### src/rtl/print_uart_tx_if.sv
// rtl/print_uart_tx_if.sv - print-port and UART status bundle for print_uart_tx
interface print_uart_tx_if;
  logic [31:0] PRINT_VAL;
  logic        PRINT_EN;
  logic        TX;
  logic        BUSY;
  logic        FIFO_FULL;
  logic        OVERFLOW;

  // Core side: writes words, observes the line and status
  modport master (
    output PRINT_VAL, PRINT_EN,
    input  TX, BUSY, FIFO_FULL, OVERFLOW
  );

  // Transmitter side
  modport slave (
    input  PRINT_VAL, PRINT_EN,
    output TX, BUSY, FIFO_FULL, OVERFLOW
  );
endinterface

### src/rtl/print_uart_tx.sv
// rtl/print_uart_tx.sv - word FIFO + 8N1 UART transmitter; PRINT_ASCII_HEX_EN selects hex text output
module print_uart_tx #(
  parameter int CLKS_PER_BIT = 868,
  parameter int FIFO_DEPTH   = 8
) (
  input  logic           CLK,
  input  logic           RESET_N,
  print_uart_tx_if.slave prt
);

  localparam int CNT_W = $clog2(CLKS_PER_BIT);
  localparam int PTR_W = $clog2(FIFO_DEPTH);
`ifdef PRINT_ASCII_HEX_EN
  localparam int NCHARS = 10;
`else
  localparam int NCHARS = 4;
`endif
  localparam logic [CNT_W-1:0] BIT_LAST  = CNT_W'(CLKS_PER_BIT - 1);
  localparam logic [3:0]       CHAR_LAST = 4'(NCHARS - 1);
  localparam logic [PTR_W:0]   FIFO_MAX  = (PTR_W+1)'(FIFO_DEPTH);

  typedef enum logic [1:0] {IDLE, START, DATA, STOP} state_e;

  // Character idx of a word: hex digits MS nibble first then CR LF, or raw bytes LS first
  function automatic logic [7:0] char_of(input logic [31:0] w, input logic [3:0] idx);
    logic [31:0] sh;
    logic [3:0]  nib;
`ifdef PRINT_ASCII_HEX_EN
    sh  = w << {idx, 2'b00};
    nib = sh[31:28];
    if (idx == 4'd8)       char_of = 8'h0D;
    else if (idx == 4'd9)  char_of = 8'h0A;
    else if (nib < 4'd10)  char_of = 8'h30 + {4'h0, nib};
    else                   char_of = 8'h37 + {4'h0, nib};
`else
    sh      = w >> {idx, 3'b000};
    nib     = 4'h0;
    char_of = sh[7:0] | {4'h0, nib};
`endif
  endfunction

  state_e           state_q, state_d;
  logic [CNT_W-1:0] bit_cnt_q, bit_cnt_d;
  logic [2:0]       bit_idx_q, bit_idx_d;
  logic [3:0]       char_idx_q, char_idx_d;
  logic [31:0]      word_q, word_d;
  logic [7:0]       shift_q, shift_d;
  logic             tx_q, tx_d;
  logic             overflow_q;
  logic [PTR_W-1:0] wr_ptr_q, wr_ptr_d, rd_ptr_q, rd_ptr_d;
  logic [PTR_W:0]   count_q, count_d;
  logic [31:0]      mem_q [FIFO_DEPTH];

  logic        fifo_full, fifo_empty, bit_end, pop, push, ovf_set;
  logic [31:0] head;
  logic [3:0]  nxt_char;

  assign fifo_full  = (count_q == FIFO_MAX);
  assign fifo_empty = (count_q == '0);
  assign bit_end    = (bit_cnt_q == BIT_LAST);
  assign head       = mem_q[rd_ptr_q];
  assign nxt_char   = char_idx_q + 4'd1;

  // Next-state: frame sequencing, FIFO pop/push arbitration and overflow detection
  always_comb begin
    state_d    = state_q;
    bit_cnt_d  = bit_cnt_q;
    bit_idx_d  = bit_idx_q;
    char_idx_d = char_idx_q;
    word_d     = word_q;
    shift_d    = shift_q;
    tx_d       = tx_q;
    pop        = 1'b0;

    if (state_q != IDLE) begin
      bit_cnt_d = bit_end ? '0 : bit_cnt_q + CNT_W'(1);
    end

    case (state_q)
      IDLE: begin
        bit_cnt_d = '0;
        if (!fifo_empty) begin
          pop        = 1'b1;
          word_d     = head;
          char_idx_d = '0;
          shift_d    = char_of(head, 4'd0);
          tx_d       = 1'b0;
          state_d    = START;
        end
      end
      START: begin
        if (bit_end) begin
          bit_idx_d = '0;
          tx_d      = shift_q[0];
          state_d   = DATA;
        end
      end
      DATA: begin
        if (bit_end) begin
          if (bit_idx_q == 3'd7) begin
            tx_d    = 1'b1;
            state_d = STOP;
          end else begin
            bit_idx_d = bit_idx_q + 3'd1;
            shift_d   = shift_q >> 1;
            tx_d      = shift_q[1];
          end
        end
      end
      STOP: begin
        if (bit_end) begin
          if (char_idx_q != CHAR_LAST) begin
            char_idx_d = nxt_char;
            shift_d    = char_of(word_q, nxt_char);
            tx_d       = 1'b0;
            state_d    = START;
          end else if (!fifo_empty) begin
            pop        = 1'b1;
            word_d     = head;
            char_idx_d = '0;
            shift_d    = char_of(head, 4'd0);
            tx_d       = 1'b0;
            state_d    = START;
          end else begin
            tx_d    = 1'b1;
            state_d = IDLE;
          end
        end
      end
      default: begin
        tx_d    = 1'b1;
        state_d = IDLE;
      end
    endcase

    // A full FIFO still accepts a write when the same edge frees a slot
    push     = prt.PRINT_EN && (!fifo_full || pop);
    ovf_set  = prt.PRINT_EN && fifo_full && !pop;
    wr_ptr_d = push ? wr_ptr_q + PTR_W'(1) : wr_ptr_q;
    rd_ptr_d = pop  ? rd_ptr_q + PTR_W'(1) : rd_ptr_q;
    case ({push, pop})
      2'b10:   count_d = count_q + (PTR_W+1)'(1);
      2'b01:   count_d = count_q - (PTR_W+1)'(1);
      default: count_d = count_q;
    endcase
  end

  // State register; reset abandons any frame in flight and empties the FIFO
  always_ff @(posedge CLK) begin
    if (!RESET_N) begin
      state_q    <= IDLE;
      bit_cnt_q  <= '0;
      bit_idx_q  <= '0;
      char_idx_q <= '0;
      word_q     <= '0;
      shift_q    <= '0;
      tx_q       <= 1'b1;
      overflow_q <= 1'b0;
      wr_ptr_q   <= '0;
      rd_ptr_q   <= '0;
      count_q    <= '0;
    end else begin
      state_q    <= state_d;
      bit_cnt_q  <= bit_cnt_d;
      bit_idx_q  <= bit_idx_d;
      char_idx_q <= char_idx_d;
      word_q     <= word_d;
      shift_q    <= shift_d;
      tx_q       <= tx_d;
      overflow_q <= overflow_q | ovf_set;
      wr_ptr_q   <= wr_ptr_d;
      rd_ptr_q   <= rd_ptr_d;
      count_q    <= count_d;
    end
  end

  // FIFO storage; writes are ignored while reset is held
  always_ff @(posedge CLK) begin
    if (RESET_N && push) begin
      mem_q[wr_ptr_q] <= prt.PRINT_VAL;
    end
  end

  assign prt.TX        = tx_q;
  assign prt.BUSY      = (state_q != IDLE) || !fifo_empty;
  assign prt.FIFO_FULL = fifo_full;
  assign prt.OVERFLOW  = overflow_q;

endmodule

### src/flat_wrapper.sv
// flat-port wrapper written by rule: the top's interface ports become plain ports
module print_uart_tx_flat 
#(
  parameter int CLKS_PER_BIT = 868,
  parameter int FIFO_DEPTH   = 8
)
  (CLK, RESET_N, prt_PRINT_VAL, prt_PRINT_EN, prt_TX, prt_BUSY, prt_FIFO_FULL, prt_OVERFLOW);
  print_uart_tx_if prt_i ();
  input  logic CLK;
  input  logic RESET_N;
  input wire logic [$bits(prt_i.PRINT_VAL)-1:0] prt_PRINT_VAL;
  input wire logic [$bits(prt_i.PRINT_EN)-1:0] prt_PRINT_EN;
  output wire logic [$bits(prt_i.TX)-1:0] prt_TX;
  output wire logic [$bits(prt_i.BUSY)-1:0] prt_BUSY;
  output wire logic [$bits(prt_i.FIFO_FULL)-1:0] prt_FIFO_FULL;
  output wire logic [$bits(prt_i.OVERFLOW)-1:0] prt_OVERFLOW;
  assign prt_i.PRINT_VAL = prt_PRINT_VAL;
  assign prt_i.PRINT_EN = prt_PRINT_EN;
  assign prt_TX = prt_i.TX;
  assign prt_BUSY = prt_i.BUSY;
  assign prt_FIFO_FULL = prt_i.FIFO_FULL;
  assign prt_OVERFLOW = prt_i.OVERFLOW;
  print_uart_tx #(.CLKS_PER_BIT(CLKS_PER_BIT), .FIFO_DEPTH(FIFO_DEPTH)) u_core (.CLK(CLK), .RESET_N(RESET_N), .prt(prt_i));
endmodule
### config.mk
export PLATFORM = sky130hd
export DESIGN_NAME = print_uart_tx_flat
export DESIGN_NICKNAME = d
export VERILOG_FILES = /design/src/rtl/print_uart_tx_if.sv /design/src/rtl/print_uart_tx.sv /design/src/flat_wrapper.sv
export SDC_FILE = /design/constraint.sdc
export NUM_CORES = 1
export LEC_CHECK = 0
export ABC_AREA = 0
export BUFFER_PORTS_ARGS = -buffer_cell sky130_fd_sc_hd__buf_2
export CORE_ASPECT_RATIO = 1.25
export CORE_MARGIN = 2
export CORE_UTILIZATION = 50
export CTS_BUF_LIST = sky130_fd_sc_hd__clkbuf_16
export CTS_CLUSTER_DIAMETER = 150
export DETAILED_ROUTE_END_ITERATION = 8
export PLACE_DENSITY = 0.67
export REMOVE_ABC_BUFFERS = 1
export SYNTH_ARGS = -nofsm -noshare
export SYNTH_HDL_FRONTEND = slang
export SYNTH_SLANG_ARGS = --single-unit
### constraint.sdc
create_clock -name CLK -period 4.9 [get_ports CLK]
set_input_delay 0.98 -clock CLK [delete_from_list [all_inputs] [get_ports CLK]]
set_output_delay 0.98 -clock CLK [all_outputs]
set_load 0.01 [all_outputs]
==> run summary, run 1 <==
status = finished, final reports clean
Cells after DPL = 1138
max_slew headroom = 21.9%
leakage = 0.00473 uW
drt first-iter violations = 539
GPL Wtd Cong = 0.823
PwrDens = 504 nW/um^2
Syn Area/Cell = 16.8 sq um
fillcell total = 2026
Longest Clk Path Bufs = 3
count of different cell masters after synthesis = 59
Site Rows = 66
post-synthesis instance area = 13300 sq um
Routed WL = 25.3 mm
# resized after CTS = 0
Routed Antenna Nets = 0
CP Data Required Time = 5.13 ns
crit path time final = 3.47 ns
met2 wire len = 13.2 mm
worst skew pair latency = 0.54 ns
clock slew seen by the registers of the worst setup and hold paths = 0.07 ns
Die X = 150 um
CP Capture Type = flip-flop
Critical Path AT = 3.70 ns
number of detailed-route iterations in the first pass = 5
area of the die = 27900 sq um
Hold Crit Class = reg -> reg
Vias/cell = 5.83
Worst-Margin Slew = 1.17 ns
I/O Buffers = 38
die span in y = 186 um
initial antenna violation count = 0
Min-Delay Path Depth = 1
Worst setup SP type = flip-flop
detailed placement HPWL = 15.3 mm
RSZ-0062 raised after global routing = no
area delta synth->final = 11.7%
Hold Vio Cnt, Final = 0
WL met3 = 940 um
Synth Register Bits = 330
FFs w/ async S/R, synth = 0%
Initial Util = 50.9%
CP Class = reg -> reg
Congestion Overflow GR = 0
maxcap violations = 0
CTS Root Cell = clkbuf_16
sequential-to-total area share from yosys stat = 69.0%
layout cells sized above 1 = 25.0%
Reg2Reg Setup Slack = 1.43 ns
worst IR drop on VDD = 338 uV
Hold Path Sink = u_core.bit_cnt_q[0]$_SDFFE_PP0P_
Syn Inst Count = 790
detailed-route wire length per cell = 21.1 um
CTS tree = yes
dominant register cell in the synthesized netlist = edfxtp_1
hold path start = u_core.bit_cnt_q[0]$_SDFFE_PP0P_
Fmax = 0.288 GHz
reg-to-reg critical path startpoint = u_core.state_q[1]$_SDFFE_PN0P_
Final setup viols = 0
DRC = 0
CORE AREA = 26100 sq um
most frequent cells in the layout = edfxtp_1, dfxtp_1, mux4_2, nor2_1, mux2i_1
number of global-route vias before repair = 7257
Synthesis Warnings = 0
Highest Signal Layer = met4
first-pass GRT wire length = 40.4 mm
Worst Reg2Reg Path Length in Cells = 7
Num CTS Buffers = 31
top-level I/O count = 39
final slew viol count = 0
post-CTS setup buffer count = 0
Post-synth EDFFs = 256
via count = 6962
metal1 wirelength = 10.6 mm
pin count of the biggest net entering global routing = 66
Sink Count = 330
crit-path max FO = 18
crit share post-route = 70.9%
final setup TNS = 0 ns
Final Net Count = 880
Total GRT Usage = 18.7%
most common cell after layout, fill and taps aside = edfxtp_1
Final Skew = 0.0107 ns
CTS Hold Bufs = 0
Finished Layout Cells = 1195
diode count = 0
RR Endpoint = u_core.mem_q[7][20]$_DFFE_PP_
H-tree levels = 1
-- area by class of cell --
type	instances	area, sq um	share of cell area (%)
clock inverter	26	220	1.48
sequential	330	9180	61.8
clock buffer	31	776	5.23
tap	340	425	2.87
multi-input combinational	409	3930	26.5
inverter	9	33.8	0.228
timing repair buffer	50	280	1.89
-- flip-flops by register name, summed over array words and instances (netlist names), named ones only --
name / cells
u_core.bit_cnt_q: 10
u_core.bit_idx_q: 3
u_core.char_idx_q: 4
u_core.count_q: 4
u_core.mem_q: 256
u_core.prt.OVERFLOW: 1
u_core.prt.TX: 1
u_core.rd_ptr_q: 3
u_core.shift_q: 8
u_core.state_q: 2
u_core.word_q: 32
u_core.wr_ptr_q: 3
-- metrics by stage --
step	total power [uW]	setup WS [ns]	utilization [%]	area, sq um	hold WS [ns]
after floorplan	4770	0.262	-	13100	0.418
after global placement	5150	1.47	53.0	13800	0.432
after detailed placement	5220	1.39	53.0	13800	0.440
after CTS	7540	1.42	56.9	14800	0.456
after global routing	7850	1.19	56.9	14800	0.475
final	7480	1.43	56.9	14800	0.453
-- synth_stat cells (all sizes together), types with 14 or more instances --
cell type	n	area, sq um
mux2	14	158
nand2	32	120
buf	24	151
edfxtp	256	7690
clkbuf	18	67.6
ha	14	175
o21ai	29	145
mux2i	45	450
nor2	56	210
dfxtp	74	1480
a211oi	28	305
mux4	57	1280
-- routing by layer --
layer,global-route usage [%],vias up
met2,33.9,146
met4,4.38,0
met1,24.1,3560
li1,-,3215
met5,0,-
met3,2.46,41
-- power breakdown --
group	internal (uW)	switching, uW	total (uW)	leakage, uW
logic	705	1010	1720	0.00131
clock network	1310	1010	2320	0.000501
registers	3230	210	3440	0.00292
total	5250	2230	7480	0.00473
-- cell families after synthesis --
| kind of cell | share of synthesized area [%] |
|---|---|
| adder cells (fa/ha/maj) | 1.32 |
| buffers and inverters | 1.90 |
| XOR/XNOR | 0.989 |
| flip-flops | 69.0 |
| AO/OA/AOI/OAI | 6.58 |
| multiplexers | 14.2 |
| AND/OR/NAND/NOR | 5.99 |
-- worst max-delay path: stages (launching register included) --
cell and delay (ns):
dfxtp_1 0.40, ha_1 0.44, and4bb_2 0.34, a41oi_2 0.18
nor3_4 0.29, o2111ai_1 0.42, nor2_4 0.69, buf_4 0.38
-- worst max-delay path by stage --
stage,to,startpoint,cells after the start
after global routing,u_core.mem_q[5][2]$_DFFE_PP_,u_core.state_q[1]$_SDFFE_PN0P_,6
after floorplan,u_core.mem_q[3][0]$_DFFE_PP_,u_core.char_idx_q[0]$_SDFFE_PN0P_,6
final,u_core.mem_q[7][20]$_DFFE_PP_,u_core.state_q[1]$_SDFFE_PN0P_,7
after global placement,u_core.mem_q[6][26]$_DFFE_PP_,RESET_N,4
after detailed placement,u_core.mem_q[7][10]$_DFFE_PP_,RESET_N,4
after CTS,u_core.mem_q[7][8]$_DFFE_PP_,u_core.state_q[1]$_SDFFE_PN0P_,7
(Power assumes the default switching activity.)
==> inputs of run 2 (changes only) <==
==> constraint.sdc (replaced) <==
create_clock -name CLK -period 3.35 [get_ports CLK]
set_input_delay 0.67 -clock CLK [delete_from_list [all_inputs] [get_ports CLK]]
set_output_delay 0.67 -clock CLK [all_outputs]
set_load 0.01 [all_outputs]
==> run 2 against run 1 <==
Effect of this change:
- die area unchanged
- hold slack got worse by 0.016 ns
- sequential share of layout area is 0.83 points lower
- clock skew grew 0.0028 ns
- setup slack worse by 1.0 ns
- combinational power up 55%
- largest power group unchanged
- maximum frequency grew 18%
- count of clock-buffer cells in the layout up 4
- register-to-register slack lost 1.0 ns
- highest routed layer is now met5
- largest cell class unchanged
==> run summary, run 2 (synthesis results as in run 1) <==
Final setup viols = 0 (unchanged)
Largest regs = u_core.mem_q x256, u_core.word_q x32, u_core.bit_cnt_q x10
Critical Path AT = 3.37 ns (-0.33 ns)
RSZ-0062 raised after global routing = no
max FFs per register = 256 (unchanged)
Routed WL = 26.0 mm (+2.7%)
area of the die = 27900 sq um (unchanged)
Num CTS Buffers = 34 (+9.7%)
PwrDens = 736 nW/um^2 (+46%)
max_slew headroom = 46.0% (+24 points)
first-pass GRT wire length = 40.9 mm (+1.1%)
most flop-heavy register = u_core.mem_q
worst IR drop on VDD = 548 uV (+62%)
status = finished, final reports clean
worst-path cell chain = ha_1 -> and4bb_2 -> a41oi_2 -> nor3_4 -> ha_1 -> xor2_1 -> ha_1 -> a21oi_1 -> xor2_1 -> or3_1 -> a21oi_1
CORE AREA = 26100 sq um (unchanged)
Site Rows = 66 (unchanged)
pin count of the biggest net entering global routing = 66 (unchanged)
I/O Buffers = 38 (unchanged)
Hold Crit Class = in -> reg
fillcell total = 2036 (+0.49%)
initial antenna violation count = 1 (+1)
reg-to-reg critical path startpoint = u_core.bit_cnt_q[0]$_SDFFE_PP0P_
leakage = 0.00485 uW (+2.6%)
Longest Clk Path Bufs = 3 (unchanged)
Final WS setup = 0.397 ns (-1.03 ns)
Congestion Overflow GR = 0 (unchanged)
Total GRT Usage = 19.2% (+0.47 points)
CP Capture Type = flip-flop
final slew viol count = 0 (unchanged)
CTS tree = yes
Post-Place Setup Slack = 0.453 ns (-0.933 ns)
top-level I/O count = 39 (unchanged)
CP most frequent cell = ha_1
diode count = 0 (unchanged)
most frequent cells in the layout = edfxtp_1, dfxtp_1, mux4_2, nor2_1, mux2i_1
Net Sw Frac = 29.5% (-0.25 points)
power consumption = 11100 uW (+48%)
via count = 7063 (+1.5%)
number of detailed-route iterations in the first pass = 5 (unchanged)
DRC = 0 (unchanged)
Sink Count = 330 (unchanged)
CTS Root Cell = clkbuf_16
hold_ws = 0.438 ns (-0.0158 ns)
crit share post-route = 88.2% (+17 points)
sequential power share = 45.0% (-1.0 points)
CTS Hold Bufs = 0 (unchanged)
drt first-iter violations = 624 (+16%)
GPL Wtd Cong = 0.793 (-3.7%)
clock slew seen by the registers of the worst setup and hold paths = 0.06 ns (about the same)
Hold Vio Cnt, Final = 0 (unchanged)
# resized after CTS = 0 (unchanged)
most common cell after layout, fill and taps aside = edfxtp_1
Buf/Inv on CP = 0 (-1)
area delta synth->final = 13.2%
Initial Util = 50.9% (unchanged)
die span in y = 186 um (unchanged)
power share of the combinational group = 24.1% (+1.1 points)
Worst setup SP type = flip-flop
clock power share = 30.9% (about the same)
detailed-route wire length per cell = 21.5 um (+1.6%)
detailed placement HPWL = 15.7 mm (+2.6%)
H-tree levels = 2 (+1)
post-CTS setup buffer count = 0 (unchanged)
Sw Pwr = 3270 uW (+47%)
multi-input logic area = 3930 sq um (unchanged)
Worst Setup SP = u_core.bit_cnt_q[0]$_SDFFE_PP0P_
register area = 9180 sq um (unchanged)
CP Data Required Time = 3.77 ns (-1.36 ns)
crit-path max FO = 7 (-11)
worst skew pair latency = 0.50 ns (-0.04 ns)
layout cells sized above 1 = 25.1% (+0.057 points)
CP Class = reg -> reg
Die X = 150 um (unchanged)
Int Pwr = 7800 uW (+48%)
maxcap violations = 0 (unchanged)
crit path time final = 2.95 ns (-0.521 ns)
Reg2Reg Setup Slack = 0.40 ns (-1.03 ns)
Worst-Margin Slew = 0.807 ns (-0.363 ns)
Fmax = 0.339 GHz (+18%)
Final Skew = 0.0135 ns (+0.00280 ns)
number of global-route vias before repair = 7377 (+1.7%)
slowest stage delay, CP = 0.37 ns (-0.32 ns)
CP top delay family = simple AND/OR/NAND/NOR gates
CP max-delay cell = dfxtp_1
Vias/cell = 5.84 (+0.28%)
Final Net Count = 893 (+1.5%)
Routed Antenna Nets = 0 (unchanged)
hold path start = prt_PRINT_VAL[15]
[run 2: cell type report]
cell class	instances	share of cell area (%)
clock buffers	35	5.82
clock inverters	26	0.898
inverters	9	0.225
multi-input cells	409	26.1
flip-flops and latches	330	61.0
well taps	340	2.83
repair buffers	60	3.11
[run 2: final timing paths]
kind,cells after the start,to
max,11,u_core.count_q[2]$_SDFFE_PN0P_
min,1,u_core.mem_q[4][15]$_DFFE_PP_
max reg2reg,11,u_core.count_q[2]$_SDFFE_PN0P_
min reg2reg,2,u_core.word_q[7]$_SDFFE_PN0P_
[run 2: per-stage QoR]
| stage | TNS (ns) | cells | utilization (%) | area, sq um |
|---|---|---|---|---|
| finish | 0 | 1209 | 57.6 | 15000 |
| global route | 0 | 1209 | 57.6 | 15000 |
| CTS | 0 | 1209 | 57.6 | 15000 |
| detailed placement | 0 | 1148 | 53.8 | 14000 |
| global placement | 0 | 1148 | 53.8 | 14000 |
| floorplan | -195.10 | 748 | - | 13100 |
[run 2: per-layer routing]
layer,wire length (um),vias up,track usage (%)
met5,12,-,0
met2,13700,150,34.5
met1,10600,3598,24.0
met3,912,61,2.73
met4,729,2,6.23
li1,-,3252,-
[run 2: power by group through the flow]
stage | sequential, uW | combinational [uW] | clock [uW]
2_1_floorplan | 5060 | 1870 | 0
3_3_place_gp | 5040 | 2590 | 0
3_5_place_dp | 5060 | 2670 | 0
4_1_cts | 4980 | 2700 | 3490
5_1_grt | 5020 | 2950 | 3650
6_report | 4980 | 2670 | 3420
